[config.mk]
export PLATFORM = sky130hd
export DESIGN_NAME = indication_output_queue
export DESIGN_NICKNAME = d
export VERILOG_FILES = /design/src/rtl/indication_output_queue.sv
export SDC_FILE = /design/constraint.sdc
export NUM_CORES = 1
export LEC_CHECK = 0
export BUFFER_PORTS_ARGS = -buffer_cell sky130_fd_sc_hd__buf_4
export CORE_MARGIN = 1.5
export CORE_UTILIZATION = 50
export CTS_CLUSTER_DIAMETER = 40
export DETAILED_ROUTE_END_ITERATION = 7
export GPL_TIMING_DRIVEN = 0
export MAX_ROUTING_LAYER = met4
export PLACE_DENSITY_LB_ADDON = 0.08
export SETUP_SLACK_MARGIN = 0.02
export SLEW_MARGIN = 20
export SYNTH_ARGS = -nofsm -noshare
export SYNTH_HDL_FRONTEND = slang
export SYNTH_SLANG_ARGS = --single-unit
export TNS_END_PERCENT = 50
[constraint.sdc]
create_clock -name CLK -period 2 [get_ports CLK]
set_input_delay 0.1 -clock CLK [delete_from_list [all_inputs] [get_ports CLK]]
set_output_delay 0.1 -clock CLK [all_outputs]
set_load 0.01 [all_outputs]
[src/rtl/indication_output_queue.sv]
// ---------------------------------------------------------------------------
// indication_output_queue
//
// Collects indication words from NUM_CH source channels through a round-robin
// arbiter and forwards them, in acceptance order, through a DEPTH-entry FIFO
// onto a single valid/ready output pipe. Each stored word carries the index of
// the channel it came from (tag), its method ID and its payload.
//
// Optional build macro:
//   INDICATION_OUTPUT_QUEUE_STATS_EN  - adds the sent_count port, a 32-bit
//                                       wrapping count of delivered words.
//
// Ports:
//   CLK         in   1                     clock, all state on posedge
//   nRST        in   1                     synchronous active-low reset
//   ind_ena     in   NUM_CH                per-channel indication valid
//   ind_rdy     out  NUM_CH                per-channel accept (one-hot or 0)
//   ind_meth    in   NUM_CH*METH_WIDTH     method IDs, channel i at slice i
//   ind_v       in   NUM_CH*DATA_WIDTH     payloads, channel i at slice i
//   pipe_ena    out  1                     head word valid
//   pipe_rdy    in   1                     downstream accept
//   pipe_tag    out  TAG_W                 source channel of head word
//   pipe_meth   out  METH_WIDTH            method ID of head word
//   pipe_v      out  DATA_WIDTH            payload of head word
//   count       out  CNT_W                 queue occupancy, 0..DEPTH
//   sent_count  out  32                    delivered words (STATS_EN only)
// ---------------------------------------------------------------------------
module indication_output_queue #(
    parameter  int NUM_CH     = 2,
    parameter  int DEPTH      = 4,
    parameter  int DATA_WIDTH = 32,
    parameter  int METH_WIDTH = 8,
    localparam int TAG_W      = (NUM_CH > 1) ? $clog2(NUM_CH) : 1,
    localparam int CNT_W      = $clog2(DEPTH) + 1
) (
    input  logic                         CLK,
    input  logic                         nRST,
    input  logic [NUM_CH-1:0]            ind_ena,
    output logic [NUM_CH-1:0]            ind_rdy,
    input  logic [NUM_CH*METH_WIDTH-1:0] ind_meth,
    input  logic [NUM_CH*DATA_WIDTH-1:0] ind_v,
    output logic                         pipe_ena,
    input  logic                         pipe_rdy,
    output logic [TAG_W-1:0]             pipe_tag,
    output logic [METH_WIDTH-1:0]        pipe_meth,
    output logic [DATA_WIDTH-1:0]        pipe_v,
    output logic [CNT_W-1:0]             count
`ifdef INDICATION_OUTPUT_QUEUE_STATS_EN
    ,
    output logic [31:0]                  sent_count
`endif
);

    localparam int PTR_W = (DEPTH > 1) ? $clog2(DEPTH) : 1;

    typedef struct packed {
        logic [TAG_W-1:0]      tag;
        logic [METH_WIDTH-1:0] meth;
        logic [DATA_WIDTH-1:0] v;
    } entry_t;

    // -----------------------------------------------------------------------
    // State
    // -----------------------------------------------------------------------
    entry_t            mem [DEPTH];
    logic [PTR_W-1:0]  wr_ptr;
    logic [PTR_W-1:0]  rd_ptr;
    logic [CNT_W-1:0]  count_q;
    logic [TAG_W-1:0]  rr_ptr;

    // -----------------------------------------------------------------------
    // Channel slices unpacked so the winner can select them by index
    // -----------------------------------------------------------------------
    logic [METH_WIDTH-1:0] meth_arr [NUM_CH];
    logic [DATA_WIDTH-1:0] v_arr    [NUM_CH];

    for (genvar i = 0; i < NUM_CH; i++) begin : g_unpack
        assign meth_arr[i] = ind_meth[i*METH_WIDTH +: METH_WIDTH];
        assign v_arr[i]    = ind_v[i*DATA_WIDTH +: DATA_WIDTH];
    end

    // -----------------------------------------------------------------------
    // Status
    // -----------------------------------------------------------------------
    logic full;
    logic empty;

    assign full  = (count_q == CNT_W'(DEPTH));
    assign empty = (count_q == '0);

    // -----------------------------------------------------------------------
    // Round-robin arbiter
    // Search starts at rr_ptr and walks upward, wrapping at NUM_CH. rr_ptr is
    // always < NUM_CH, so a single conditional subtract is enough to wrap.
    // -----------------------------------------------------------------------
    function automatic int rr_index(input logic [TAG_W-1:0] base, input int k);
        int s;
        s = int'(base) + k;
        return (s >= NUM_CH) ? (s - NUM_CH) : s;
    endfunction

    logic [NUM_CH-1:0] grant;
    logic [TAG_W-1:0]  winner;
    logic              found;

    // NOTE: every signal driven here gets a default before the loop; a path
    // that leaves one unassigned would infer a latch.
    always_comb begin
        grant  = '0;
        winner = '0;
        found  = 1'b0;
        for (int k = 0; k < NUM_CH; k++) begin
            if (!found && ind_ena[rr_index(rr_ptr, k)]) begin
                grant[rr_index(rr_ptr, k)] = 1'b1;
                winner                     = TAG_W'(rr_index(rr_ptr, k));
                found                      = 1'b1;
            end
        end
    end

    // Pointer the arbiter will start from after this cycle's winner.
    logic [TAG_W-1:0] next_rr;
    assign next_rr = (winner == TAG_W'(NUM_CH - 1)) ? '0 : winner + 1'b1;

    // -----------------------------------------------------------------------
    // Handshakes
    // Outputs are forced idle while nRST is low so that nothing is offered or
    // accepted during the reset cycle, even though the registers only clear
    // at the edge that ends it.
    // -----------------------------------------------------------------------
    logic push;
    logic pop;

    assign ind_rdy  = (nRST && !full) ? grant : '0;
    assign push     = |ind_rdy;
    assign pipe_ena = nRST && !empty;
    assign pop      = pipe_ena && pipe_rdy;
    assign count    = nRST ? count_q : '0;

    // -----------------------------------------------------------------------
    // Head of queue. Contents are undefined while empty; pipe_ena is low then.
    // -----------------------------------------------------------------------
    entry_t head;
    assign head      = mem[rd_ptr];
    assign pipe_tag  = head.tag;
    assign pipe_meth = head.meth;
    assign pipe_v    = head.v;

    // -----------------------------------------------------------------------
    // Control registers
    // -----------------------------------------------------------------------
    // NOTE: sequential state uses non-blocking assignments so every register
    // samples the pre-edge values, independent of statement order.
    always_ff @(posedge CLK) begin
        if (!nRST) begin
            count_q <= '0;
            wr_ptr  <= '0;
            rd_ptr  <= '0;
            rr_ptr  <= '0;
        end else begin
            if (push) begin
                wr_ptr <= wr_ptr + 1'b1;
                rr_ptr <= next_rr;
            end
            if (pop) begin
                rd_ptr <= rd_ptr + 1'b1;
            end
            // Push and pop in the same cycle leave the occupancy unchanged.
            case ({push, pop})
                2'b10:   count_q <= count_q + 1'b1;
                2'b01:   count_q <= count_q - 1'b1;
                default: count_q <= count_q;
            endcase
        end
    end

    // -----------------------------------------------------------------------
    // Storage
    // NOTE: the data array is deliberately not reset; occupancy and pointers
    // define which entries are meaningful, and leaving the array unreset lets
    // it map onto plain RAM/register-file cells.
    // -----------------------------------------------------------------------
    always_ff @(posedge CLK) begin
        if (push) begin
            mem[wr_ptr] <= '{tag: winner, meth: meth_arr[winner], v: v_arr[winner]};
        end
    end

`ifdef INDICATION_OUTPUT_QUEUE_STATS_EN
    // -----------------------------------------------------------------------
    // Delivered-word counter, wraps naturally at 2^32.
    // -----------------------------------------------------------------------
    logic [31:0] sent_q;

    always_ff @(posedge CLK) begin
        if (!nRST) begin
            sent_q <= '0;
        end else if (pop) begin
            sent_q <= sent_q + 32'd1;
        end
    end

    assign sent_count = sent_q;
`endif

endmodule

=== Word-level counts from Yosys, hierarchy flattened ===
Memory sizes are Yosys's and may differ from the RTL's. A register that Yosys moved wholly into a read port is not among the register bits.
Cells that the tools add are included.

* Register bits: 8
* RAM bits: 164
* Input port bits: 85
* Logic and storage cells: 68
* Memories: 1

{| class="wikitable"
|+ Memory list
! memory !! depth !! width !! rd ports !! clocked after Yosys merged registers in !! write ports !! line !! RTL
|-
| mem || 4 || 41 || 1 || 1 || 1 || 65 || <nowiki>entry_t mem [DEPTH];</nowiki>
|}

* Add/subtract/negate cells: 8
* $lt $le $gt $ge: 7
* Equality and inequality tests: 3
* Muxes and demuxes: 31
* Bitwise gates (word level): 2
* Reduce and logical (&&, ||, !) cells: 12

{| class="wikitable"
|+ Operators with widths
! operator !! count
|-
| 2-to-1 mux 32 bit || 5
|-
| greater-or-equal comparator 32 x 1 -> 1 bit, second input constant || 2
|-
| less-than comparator 32 x 3 -> 1 bit, second input constant || 2
|-
| 2-to-1 mux 8 bit || 3
|-
| 2-to-1 mux 1 bit || 14
|-
| 2-to-1 mux 2 bit || 5
|-
| logical AND 1 bit || 6
|-
| one-hot mux 3 bit (2 select lines) || 1
|-
| adder 2 x 1 -> 2 bit, second input constant || 2
|-
| greater-or-equal comparator 2 bit, second input constant || 2
|-
| adder 3 x 1 -> 3 bit, second input constant || 1
|-
| equality test 3 bit, second input constant || 1
|-
| zero test 1 bit || 3
|-
| zero test 3 bit || 1
|-
| 2-to-1 mux 3 bit || 1
|-
| subtractor 1 x 2 -> 3 bit, second input constant || 1
|-
| subtractor 2 x 2 -> 3 bit, second input constant || 1
|-
| subtractor 3 x 1 -> 3 bit, second input constant || 1
|-
| adder 1 x 1 -> 2 bit, second input constant || 1
|-
| demux 1 bit (select 1 bit) || 2
|-
| equality test 2 x 1 -> 1 bit, second input constant || 1
|-
| equality test 2 bit, second input constant || 1
|-
| greater-or-equal comparator 1 x 2 -> 1 bit, second input constant || 1
|-
| inverter 1 -> 2 bit || 1
|-
| 4 further kinds || 4
|}

=== Depth between registers and ports, before layout ===
Gate-level depths: netlist of run 1.

* Depth after elaboration: 13
* Mapped depth: 9
* Gate-level depth less buffers: 9

=== Least setup slack after synthesis of run 1 ===
OpenSTA, ideal clock, no wires.

* Path kind: reg2reg
* Start point: reg count_q[2]
* End point: mem mem[0][0] (netlist bit), enable pin
* Setup time: 0.402 ns
* Data arrival time: 1.771 ns
* Required time: 1.598 ns
* Setup slack: -0.173 ns
* Stages on the path, launching flop included: 4
* Path buffers: 0
* Clock period less this slack: 2.173 ns
* Cell sequence: dfxtp_1 > nor3b_2 > nor2_2 > and2_1

* Word-level cells in the longest chain between the ends: 7

{| class="wikitable"
|+ Ends and longest elaborated chain
! item !! line !! RTL
|-
| start: declaration || 68 || <nowiki>logic [CNT_W-1:0] count_q;</nowiki>
|-
| start signal: assignment || 170 || <nowiki>2'b10: count_q <= count_q + 1'b1;</nowiki>
|-
| start signal: assignment || 171 || <nowiki>2'b01: count_q <= count_q - 1'b1;</nowiki>
|-
| start signal: assignment || 172 || <nowiki>default: count_q <= count_q;</nowiki>
|-
| equality test 3 bit || 88 || <nowiki>assign full = (count_q == CNT_W'(DEPTH));</nowiki>
|-
| zero test 1 bit || 134 || <nowiki>assign ind_rdy = (nRST && !full) ? grant : '0;</nowiki>
|-
| logical AND 1 bit || 134 ||
|-
| 2-to-1 mux 2 bit || 134 ||
|-
| OR reduction 2 bit || 135 || <nowiki>assign push = |ind_rdy;</nowiki>
|-
| 2-to-1 mux 1 bit || 184 || <nowiki>if (push) begin</nowiki>
|-
| 2-to-1 mux 1 bit (implied by the code) || 185 || <nowiki>mem[wr_ptr] <= '{tag: winner, meth: meth_arr[winner], v: v_arr[winner]};</nowiki>
|-
| end: declaration || 65 ||
|}

Every way passes these cells.

=== Worst setup path in the final report of run 1 ===
* Start point: reg count_q[1]
* End point: reg count_q[2]

* Elaborated cells between the ends (all ways): 15
* Those cells by class: 2 x add/sub; 3 x eq/ne; 2 x mux; 8 x reduce/logical

{| class="wikitable"
|+ RTL lines
! item !! line !! RTL
|-
| zero test 3 bit * || 89 || <nowiki>assign empty = (count_q == '0);</nowiki>
|-
| zero test 1 bit * || 136 || <nowiki>assign pipe_ena = nRST && !empty;</nowiki>
|-
| logical AND 1 bit * || 136 ||
|-
| logical AND 1 bit * || 137 || <nowiki>assign pop = pipe_ena && pipe_rdy;</nowiki>
|-
| net pop || 132 || <nowiki>logic pop;</nowiki>
|-
| equality test 2 x 1 -> 1 bit / equality test 2 bit (equally long branches) || 169 || <nowiki>case ({push, pop})</nowiki>
|-
| one-hot mux 3 bit (2 select lines) / nonzero test 2 bit (equally long branches) || n/a ||
|}

The timed path passes the listed nets; every way through them passes the cells marked *.
A chain may end at the register's enable or synchronous reset.

==> results of run 1 <==
-- synthesized netlist by cell type, types with 3 or more instances --
cell	instances	area [µm²]
nor2_1	11	41.3
edfxtp_1	164	4920
mux4_2	40	901
dfxtp_1	10	200
inv_1	9	33.8
and2_1	5	31.3
buf_6	5	56.3
buf_2	4	20.0
xor2_1	4	35.0
mux2_2	39	439
buf_12	4	80.1
ha_1	5	62.6
nand2_1	3	11.3
-- worst paths after layout --
path / startpoint / end / cells past startpoint
worst max-delay path: count_q[1]$_SDFFE_PN0P_ / count_q[2]$_SDFFE_PN0P_ / 8
worst min-delay path: ind_v[37] / mem[0][5]$_DFFE_PP_ / 2
worst max register to register: count_q[1]$_SDFFE_PN0P_ / count_q[2]$_SDFFE_PN0P_ / 8
worst min register to register: wr_ptr[0]$_SDFFE_PN0P_ / wr_ptr[0]$_SDFFE_PN0P_ / 2
-- cells by family (layout without fill, tap and decap cells) --
group,count (synthesis),count (layout),share of synthesized area [%]
compound gates,8,8,0.728
xor+xnor,4,4,0.497
fa+ha+maj,6,6,1.17
buf+inv,24,192,2.81
flops,174,174,72.7
mux,83,83,19.8
simple gates,28,28,2.22
-- registers in the layout (all words and copies together) (netlist names), named ones only --
register  cells
wr_ptr        2
count_q       3
mem         164
rd_ptr        2
rr_ptr        1
-- layout make-up --
cell class	count	area, µm²
Timing Repair Buffer	136	1030
Multi-Input combinational cell	129	1760
Clock inverter	15	125
Fill cell	1000	4920
Buffer	15	174
Tap cell	180	225
Inverter	9	33.8
Sequential cell	174	5130
Clock buffer	17	425
-- power by group --
group / internal (mW) / switching (mW) / leakage, nW
combinational: 0.990 / 0.861 / 1.30
sequential: 4.41 / 0.0991 / 1.58
clock: 1.70 / 1.31 / 0.257
total: 7.10 / 2.27 / 3.14
-- timing repair --
| action | 4_1_cts | 5_1_grt |
|---|---|---|
| resized for setup | 8 | 9 |
| hold buffers | 2 | 0 |
| endpoints found under the setup margin | 2 | 7 |
| buffers inserted | 2 | 1 |
| pin swaps | 2 | 1 |
| endpoints found under the hold margin | 2 | 0 |
-- per-layer routing --
metal  up-vias  GRT usage [%]  wire length [µm]
met5         -              -                 0
met4         0           9.34               335
met3        21           4.45               547
met2        97           30.1              6520
met1      1855           23.5              5380
li1       1647              -                 -
-- critical path, cell delays in order, from the launching register on --
cell and delay [ps]:
dfxtp_2 410, o31ai_1 120, nor2_1 190, ha_4 170, inv_2 30, fa_2 330, xor2_1 150, or3_1 320
a21oi_2 110
-- stage by stage --
| step | util, % | cell area (µm²) | setup WS (ps) | hold WS, ps |
|---|---|---|---|---|
| floorplan | - | 7050 | -173 | 218 |
| global placement | 59.7 | 8260 | -1030 | 357 |
| detailed placement | 59.8 | 8260 | -206 | 373 |
| CTS | 64.2 | 8870 | 34.6 | 11.8 |
| global route | 64.4 | 8910 | -24.3 | 22.6 |
| finish | 64.4 | 8910 | 88.9 | 28.5 |
==> summary.md, run 1 <==
| Metric | Value |
|---|---|
| Post-synth ARST share | `0%` |
| Max Freq | `523 MHz` |
| GRT overflow | `0` |
| Warnings from Yosys | `0` |
| Cells after Synth | `327` |
| CTS tree | `built` |
| WL final | `12.8 mm` |
| MaxCap Viol Count | `0` |
| Commonest non-fill, non-tap cell in the layout | `edfxtp_1` |
| Final setup vio count | `0` |
| Critical Path Start Type | `flop` |
| Worst Path Required | `2350 ps` |
| Crit path kind | `reg2reg` |
| Least-Margin Pin Slew | `671 ps` |
| Max rail drop VDD | `0.000498 V` |
| EDFF count, synth | `164` |
| Vias | `3620` |
| Min Tclk post-route | `1910 ps` |
| Avg WL per Cell | `18.9 µm` |
| Antenna Cells | `0` |
| Total number of H-tree levels | `4` |
| Post-DRT Antenna Nets | `0` |
| Clock Path Buffers | `2` |
| Crit. End Element | `flop` |
| Final Non-Filler Cells | `675` |
| Die height | `122 µm` |
| Synth Area per Inst | `21.5 µm²` |
| Drt pass-1 iters | `4` |
| PwrDens | `1050 nW/µm²` |
| Number of DRC markers in iteration 0 | `97` |
| Status | `complete, no violations` |
| Clk_lat worst skew | `420 ps` |
| Total Nets Final | `573` |
| Final Power | `9.36 mW` |
| Flop-to-flop setup slack | `90 ps` |
| Cts bufs inserted | `17` |
| Via density | `5.36` |
| Core box area | `13800 µm²` |
| Leakage | `3.14 nW` |
| Share of layout cells above drive strength 1 | `54.7%` |
| First-pass GRT wire length | `19.5 mm` |
| Worst Skew | `6.01 ps` |
| DRC errors left | `0` |
| Worst rel slew slack | `55.3%` |
| Placed insts | `638` |
| Clock tree root buffer cell | `clkbuf_16` |
| Most frequent cells in the layout | `edfxtp_1 (164), buf_4 (134), mux4_2 (40), mux2_2 (39), clkbuf_16 (17)` |
| Critical path arrival | `2260 ps` |
| Clock slew at reported path FFs | `60 ps` |
| Synthesized cell area | `7050 µm²` |
| Rows | `43` |
| IO Pins | `132` |
| Vias in the first global route | `3697` |
| Most common flop cell mapped by yosys | `edfxtp_1` |
| Critical path fanouts, max | `7` |
| DIE AREA | `14800 µm²` |
| IO Port Bufs | `131` |
| Largest net degree at the start of global routing | `42` |
| GRT Util Overall | `19.1%` |
| Final Hold Viols | `0` |
| Die width | `122 µm` |
| Yosys reg bits | `174` |
| Pins Over Slew Limit | `0` |
| Cell variety after synth | `33` |
| Sequential share of the synthesized area | `72.7%` |
| Post-Syn Nets | `418` |
| Initial core utilization | `51.0%` |
| Setup TNS | `0 ps` |
| Antenna violations before repair | `0` |
| Placer Congestion | `0.711` |
| HPWL after DPL | `7.69 mm` |
| Synthesis-to-layout area growth | `26.4%` |
| # clock sinks | `174` |
| RSZ-0062 raised after global routing | `true` |
| Post-route clock period utilization | `95.6%` |
| Path type of the worst min-delay path | `in2reg` |
(Power assumes the default switching activity.)
==> run 2, diff against run 1 <==
--- a/config.mk
+++ b/config.mk
@@ -11,6 +11,7 @@
 export CTS_CLUSTER_DIAMETER = 40
 export DETAILED_ROUTE_END_ITERATION = 7
 export GPL_TIMING_DRIVEN = 0
+export HOLD_SLACK_MARGIN = 0.08
 export MAX_ROUTING_LAYER = met4
 export PLACE_DENSITY_LB_ADDON = 0.08
 export SETUP_SLACK_MARGIN = 0.02
==> run 2 against run 1 <==
Via count increased by 8.9%; fmax decreased by 0.40%; combinational power increased by 8%; total power increased by 1.6%; sequential share of layout area decreased by 4.8 points; clock skew increased by 1.8 ps; register-to-register slack about the same; global-route usage increased by 1.6 points; cell area increased by 9.1%; wire length increased by 7.8%.
==> summary.md, run 2 (synthesis results as in run 1) <==
| Metric | Value |
|---|---|
| Via density | `5.21` |
| Final Hold Viols | `0` |
| Placed insts | `638` |
| Multi-input combinational cell area | `1760 µm²` |
| RR Startpoint | `rr_ptr$_SDFFE_PN0P_` |
| Rows | `43` |
| Most frequent cells in the layout | `edfxtp_1 (164), buf_4 (135), dlygate4sd3_1 (83), mux4_2 (40), mux2_2 (39)` |
| Leakage | `3.49 nW` |
| Post-DRT Antenna Nets | `0` |
| Worst Path Required | `2150 ps` |
| Core box area | `13800 µm²` |
| Clk_lat worst skew | `420 ps` |
| Largest Register | `mem` |
| Die width | `122 µm` |
| Final Cell Area | `9720 µm²` |
| Status | `complete, no violations` |
| GRT overflow | `0` |
| Max Freq | `521 MHz` |
| Biggest regs | `mem (164), count_q (3)` |
| PwrDens | `979 nW/µm²` |
| Worst Skew | `7.79 ps` |
| First-pass GRT wire length | `21.3 mm` |
| Fill cell count | `894` |
| Dpl cell area | `8260 µm²` |
| Max FFs per register | `164` |
| Clock tree root buffer cell | `clkbuf_16` |
| Least-Margin Pin Slew | `676 ps` |
| Max rail drop VDD | `0.000510 V` |
| Clock slew at reported path FFs | `60 ps` |
| Crit. End Element | `flop` |
| Fin util | `70.3%` |
| Final setup vio count | `0` |
| Initial core utilization | `51.0%` |
| Slowest CP cell | `dlygate4sd3_1` |
| Worst rel slew slack | `54.9%` |
| Critical path fanouts, max | `6` |
| Number of DRC markers in iteration 0 | `128` |
| Crit path kind | `reg2reg` |
| RSZ-0062 raised after global routing | `true` |
| Vias | `3943` |
| IO Port Bufs | `131` |
| Worst hold slack | `258 ps` |
| Largest net degree at the start of global routing | `42` |
| IO Pins | `132` |
| CTS tree | `built` |
| Pins Over Slew Limit | `0` |
| Antenna Cells | `0` |
| MaxCap Viol Count | `0` |
| Total Nets Final | `655` |
| Avg WL per Cell | `18.2 µm` |
| Worst hold start | `nRST` |
| Final Non-Filler Cells | `757` |
| Vias in the first global route | `4179` |
| Critical Path Start Type | `flop` |
| Die height | `122 µm` |
| Total number of H-tree levels | `4` |
| Flop-to-flop setup slack | `80 ps` |
| WL final | `13.8 mm` |
| GRT Util Overall | `20.7%` |
| HPWL after DPL | `7.69 mm` |
| Path type of the worst min-delay path | `in2reg` |
| Clock Path Buffers | `2` |
| Post-route clock period utilization | `95.9%` |
| FF+latch area | `5130 µm²` |
| CP cell instances | `nand2b_2 > nand2_4 > mux2_2 > dlygate4sd3_1` |
| DIE AREA | `14800 µm²` |
| Drt pass-1 iters | `7` |
| Critical path arrival | `2070 ps` |
| Worst Reg-to-Reg Cells | `4` |
| Crit path largest cell delay | `600 ps` |
| DRC errors left | `0` |
| RR Endpoint | `mem[1][24]$_DFFE_PP_` |
| Synthesis-to-layout area growth | `38.0%` |
| Antenna violations before repair | `0` |
| Worst hold stages | `4` |
| Commonest non-fill, non-tap cell in the layout | `edfxtp_1` |
| # clock sinks | `174` |
| Placer Congestion | `0.711` |
| Cts bufs inserted | `17` |
| Hold endpoint | `count_q[0]$_SDFFE_PN0P_` |
| Min Tclk post-route | `1920 ps` |
| Share of layout cells above drive strength 1 | `47.1%` |
## run 2: cell count changes in the layout (fill, tap and decap cells not counted)
cell and change:
clkbuf_4 -2, buf_4 +1, buf_2 +2, dlygate4sd3_1 +81
## run 2: worst max path at each step
stage,start,end,slack (ps),cells after the start
floorplan,count_q[2]$_SDFFE_PN0P_,mem[2][0]$_DFFE_PP_,-170,3
global placement,count_q[0]$_SDFFE_PN0P_,mem[2][33]$_DFFE_PP_,-1030,3
detailed placement,count_q[2]$_SDFFE_PN0P_,count_q[2]$_SDFFE_PN0P_,-210,9
CTS,count_q[2]$_SDFFE_PN0P_,count_q[2]$_SDFFE_PN0P_,30,9
global route,count_q[2]$_SDFFE_PN0P_,count_q[2]$_SDFFE_PN0P_,-20,8
finish,rr_ptr$_SDFFE_PN0P_,mem[1][24]$_DFFE_PP_,80,4
## run 2: cell type report
type,count,area share [%]
Clock buffer,17,4.38
Sequential cell,174,52.8
Timing Repair Buffer,218,19.0
Clock inverter,15,1.29
Buffer,15,1.74
Tap cell,180,2.32
Inverter,9,0.348
Multi-Input combinational cell,129,18.1
## run 2: through the flow
stage / setup slack [ps] / total power, mW / TNS (ps)
floorplan: -173 / 5.67 / -14160
global placement: -1030 / 6.39 / -104690
detailed placement: -206 / 6.44 / -208
CTS: 34.6 / 9.59 / 0
global route: -24.3 / 9.90 / -24.3
finish: 81.1 / 9.51 / 0
## run 2: report_power, final
part           internal [mW]  switching (mW)
registers               4.41          0.0988
clock network           1.70            1.32
logic                   1.10           0.893
## run 2: per-layer routing
| layer | track usage (%) | wire (µm) |
|---|---|---|
| met1 | 24.4 | 5750 |
| met2 | 33.9 | 7170 |
| met3 | 5.20 | 516 |
| met4 | 9.26 | 337 |
| met5 | - | 0 |
## run 2: critical path: cells and delay by family, from the launching register on
kind	cells	cell delay (ps)
buffers and inverters	1	600
and+or+nand+nor	2	370
muxes	1	360
DFF	1	330
## run 2: timing repair
action / in CTS / in global routing
pin swaps: 2 / 1
resized for setup: 8 / 7
hold buffers: 83 / 0
endpoints found under the setup margin: 2 / 7
endpoints found under the hold margin: 164 / 0
buffers inserted: 2 / 2
==> run 3, diff against run 2 <==
--- a/config.mk
+++ b/config.mk
@@ -7,14 +7,14 @@
 export LEC_CHECK = 0
 export BUFFER_PORTS_ARGS = -buffer_cell sky130_fd_sc_hd__buf_4
 export CORE_MARGIN = 1.5
-export CORE_UTILIZATION = 50
+export CORE_UTILIZATION = 25
 export CTS_CLUSTER_DIAMETER = 40
 export DETAILED_ROUTE_END_ITERATION = 7
 export GPL_TIMING_DRIVEN = 0
 export HOLD_SLACK_MARGIN = 0.08
 export MAX_ROUTING_LAYER = met4
 export PLACE_DENSITY_LB_ADDON = 0.08
-export SETUP_SLACK_MARGIN = 0.02
+export SETUP_SLACK_MARGIN = 0.1
 export SLEW_MARGIN = 20
 export SYNTH_ARGS = -nofsm -noshare
 export SYNTH_HDL_FRONTEND = slang
==> run 3 against run 2 <==
Wire length rose by 21%; first-iteration DRC count rose by 44%; worst setup slack got worse by 48 ps; flip-flop and latch count did not move; cell count rose by 27%; utilization fell by 33 points; via count fell by 0.46%; register-to-register slack got worse by 50 ps; critical path depth rose by 5; combinational power rose by 20%; largest power group unchanged.
==> summary.md, run 3 (synthesis results as in run 1) <==
| Metric | Value |
|---|---|
| Total Nets Final | `662` |
| Max FFs per register | `164` |
| Crit. End Element | `flop` |
| Final Hold Viols | `0` |
| Cts bufs inserted | `17` |
| Critical path arrival | `2310 ps` |
| Worst Path Required | `2340 ps` |
| # clock sinks | `174` |
| Post-DRT Antenna Nets | `0` |
| Commonest non-fill, non-tap cell in the layout | `edfxtp_1` |
| Vias in the first global route | `4242` |
| Max Freq | `508 MHz` |
| Crit path kind | `reg2reg` |
| Dpl cell area | `8560 µm²` |
| Most frequent cells in the layout | `edfxtp_1 (164), buf_4 (102), dlygate4sd3_1 (81), buf_6 (44), mux4_2 (40)` |
| Antenna violations before repair | `0` |
| Fin util | `37.2%` |
| GRT Util Overall | `12.1%` |
| Clk_lat worst skew | `420 ps` |
| Critical path fanouts, max | `4` |
| Rows | `61` |
| Share of layout cells above drive strength 1 | `48.5%` |
| IO Port Bufs | `131` |
| Placer Congestion | `0.679` |
| Leakage | `3.64 nW` |
| Initial core utilization | `25.4%` |
| First-pass GRT wire length | `24.4 mm` |
| Vias | `3925` |
| Total number of H-tree levels | `4` |
| DRC errors left | `0` |
| DIE AREA | `29200 µm²` |
| Via density | `4.08` |
| Status | `complete, no violations` |
| Synthesis-to-layout area growth | `46.5%` |
| Largest net degree at the start of global routing | `42` |
| Least-Margin Pin Slew | `759 ps` |
| Drt pass-1 iters | `4` |
| Number of DRC markers in iteration 0 | `184` |
| Avg WL per Cell | `17.4 µm` |
| Die height | `171 µm` |
| IO Pins | `132` |
| Path type of the worst min-delay path | `in2reg` |
| Largest Register | `mem` |
| Final setup vio count | `0` |
| CTS tree | `built` |
| Placed insts | `838` |
| Critical Path Start Type | `flop` |
| Max rail drop VDD | `0.000503 V` |
| Biggest regs | `mem (164), count_q (3)` |
| Clock tree root buffer cell | `clkbuf_16` |
| Final Cell Area | `10300 µm²` |
| Die width | `171 µm` |
| Pins Over Slew Limit | `0` |
| Antenna Cells | `0` |
| Worst Skew | `15.1 ps` |
| Final Non-Filler Cells | `962` |
| WL final | `16.7 mm` |
| GRT overflow | `0` |
| Core box area | `27800 µm²` |
| Clock slew at reported path FFs | `70 ps` |
| HPWL after DPL | `9.64 mm` |
| RSZ-0062 raised after global routing | `true` |
| Clock Path Buffers | `2` |
| PwrDens | `985 nW/µm²` |
| MaxCap Viol Count | `0` |
| Worst rel slew slack | `49.4%` |
| Post-route clock period utilization | `98.3%` |
| Min Tclk post-route | `1970 ps` |
-- run 3: cell type report --
type / instances / area (µm²)
plain buffers: 15 / 191
clock inverters: 13 / 156
fillers: 2662 / 17500
inverters: 9 / 33.8
repair buffers: 225 / 2140
clock buffers: 19 / 433
flip-flops and latches: 174 / 5140
multi-input cells: 129 / 1750
well taps: 378 / 473
-- run 3: repair_timing --
item,4_1_cts,5_1_grt
hold buffers,81,0
hold endpoints to repair,161,0
resized for setup,16,45
cloned,0,4
endpoints found under the setup margin,146,44
pin swaps,3,2
setup buffers,7,0
-- run 3: worst max-delay path, cell delays in order, from the launching register on --
cell and delay [ps]:
dfxtp_4 370, nor3b_4 250, nor2_4 50, inv_2 50
ha_2 180, inv_1 50, fa_2 330, xor2_1 150
or3_1 310, a21oi_1 150
-- run 3: final timing paths --
kind / from / end / slack, ps / depth (start not counted)
setup / recovery: count_q[1]$_SDFFE_PN0P_ / count_q[2]$_SDFFE_PN0P_ / 30 / 9
hold / removal: ind_v[46] / mem[1][14]$_DFFE_PP_ / 80 / 2
setup reg to reg: count_q[1]$_SDFFE_PN0P_ / count_q[2]$_SDFFE_PN0P_ / 30 / 9
hold reg to reg: wr_ptr[1]$_SDFFE_PN0P_ / wr_ptr[1]$_SDFFE_PN0P_ / 500 / 2
-- run 3: routing by layer --
metal  part of all wire (%)  GRT usage [%]  vias up  routed length, µm
met4                    1.4           3.51        0                241
met1                     43           14.0     1993               7250
met2                     51           20.9       95               8580
met3                    3.7           2.91       14                622
met5                      0              -        -                  0
li1                       -              -     1823                  -
-- run 3: report_power, final --
part / switching [mW] / internal [mW]
sequential: 0.0890 / 4.40
clock: 1.43 / 1.87
combinational: 1.03 / 1.35
-- run 3: stage by stage --
stage | setup slack [ps] | hold WS, ps | power, mW | setup TNS (ps)
after detailed placement | -287 | 372 | 6.56 | -3110
after global routing | -41.9 | 88.3 | 10.7 | -41.9
after global placement | -1410 | 368 | 6.51 | -152200
after floorplan | -173 | 218 | 5.67 | -14160
after CTS | 64.6 | 80.3 | 10.0 | 0
final | 33.4 | 78.7 | 10.2 | 0
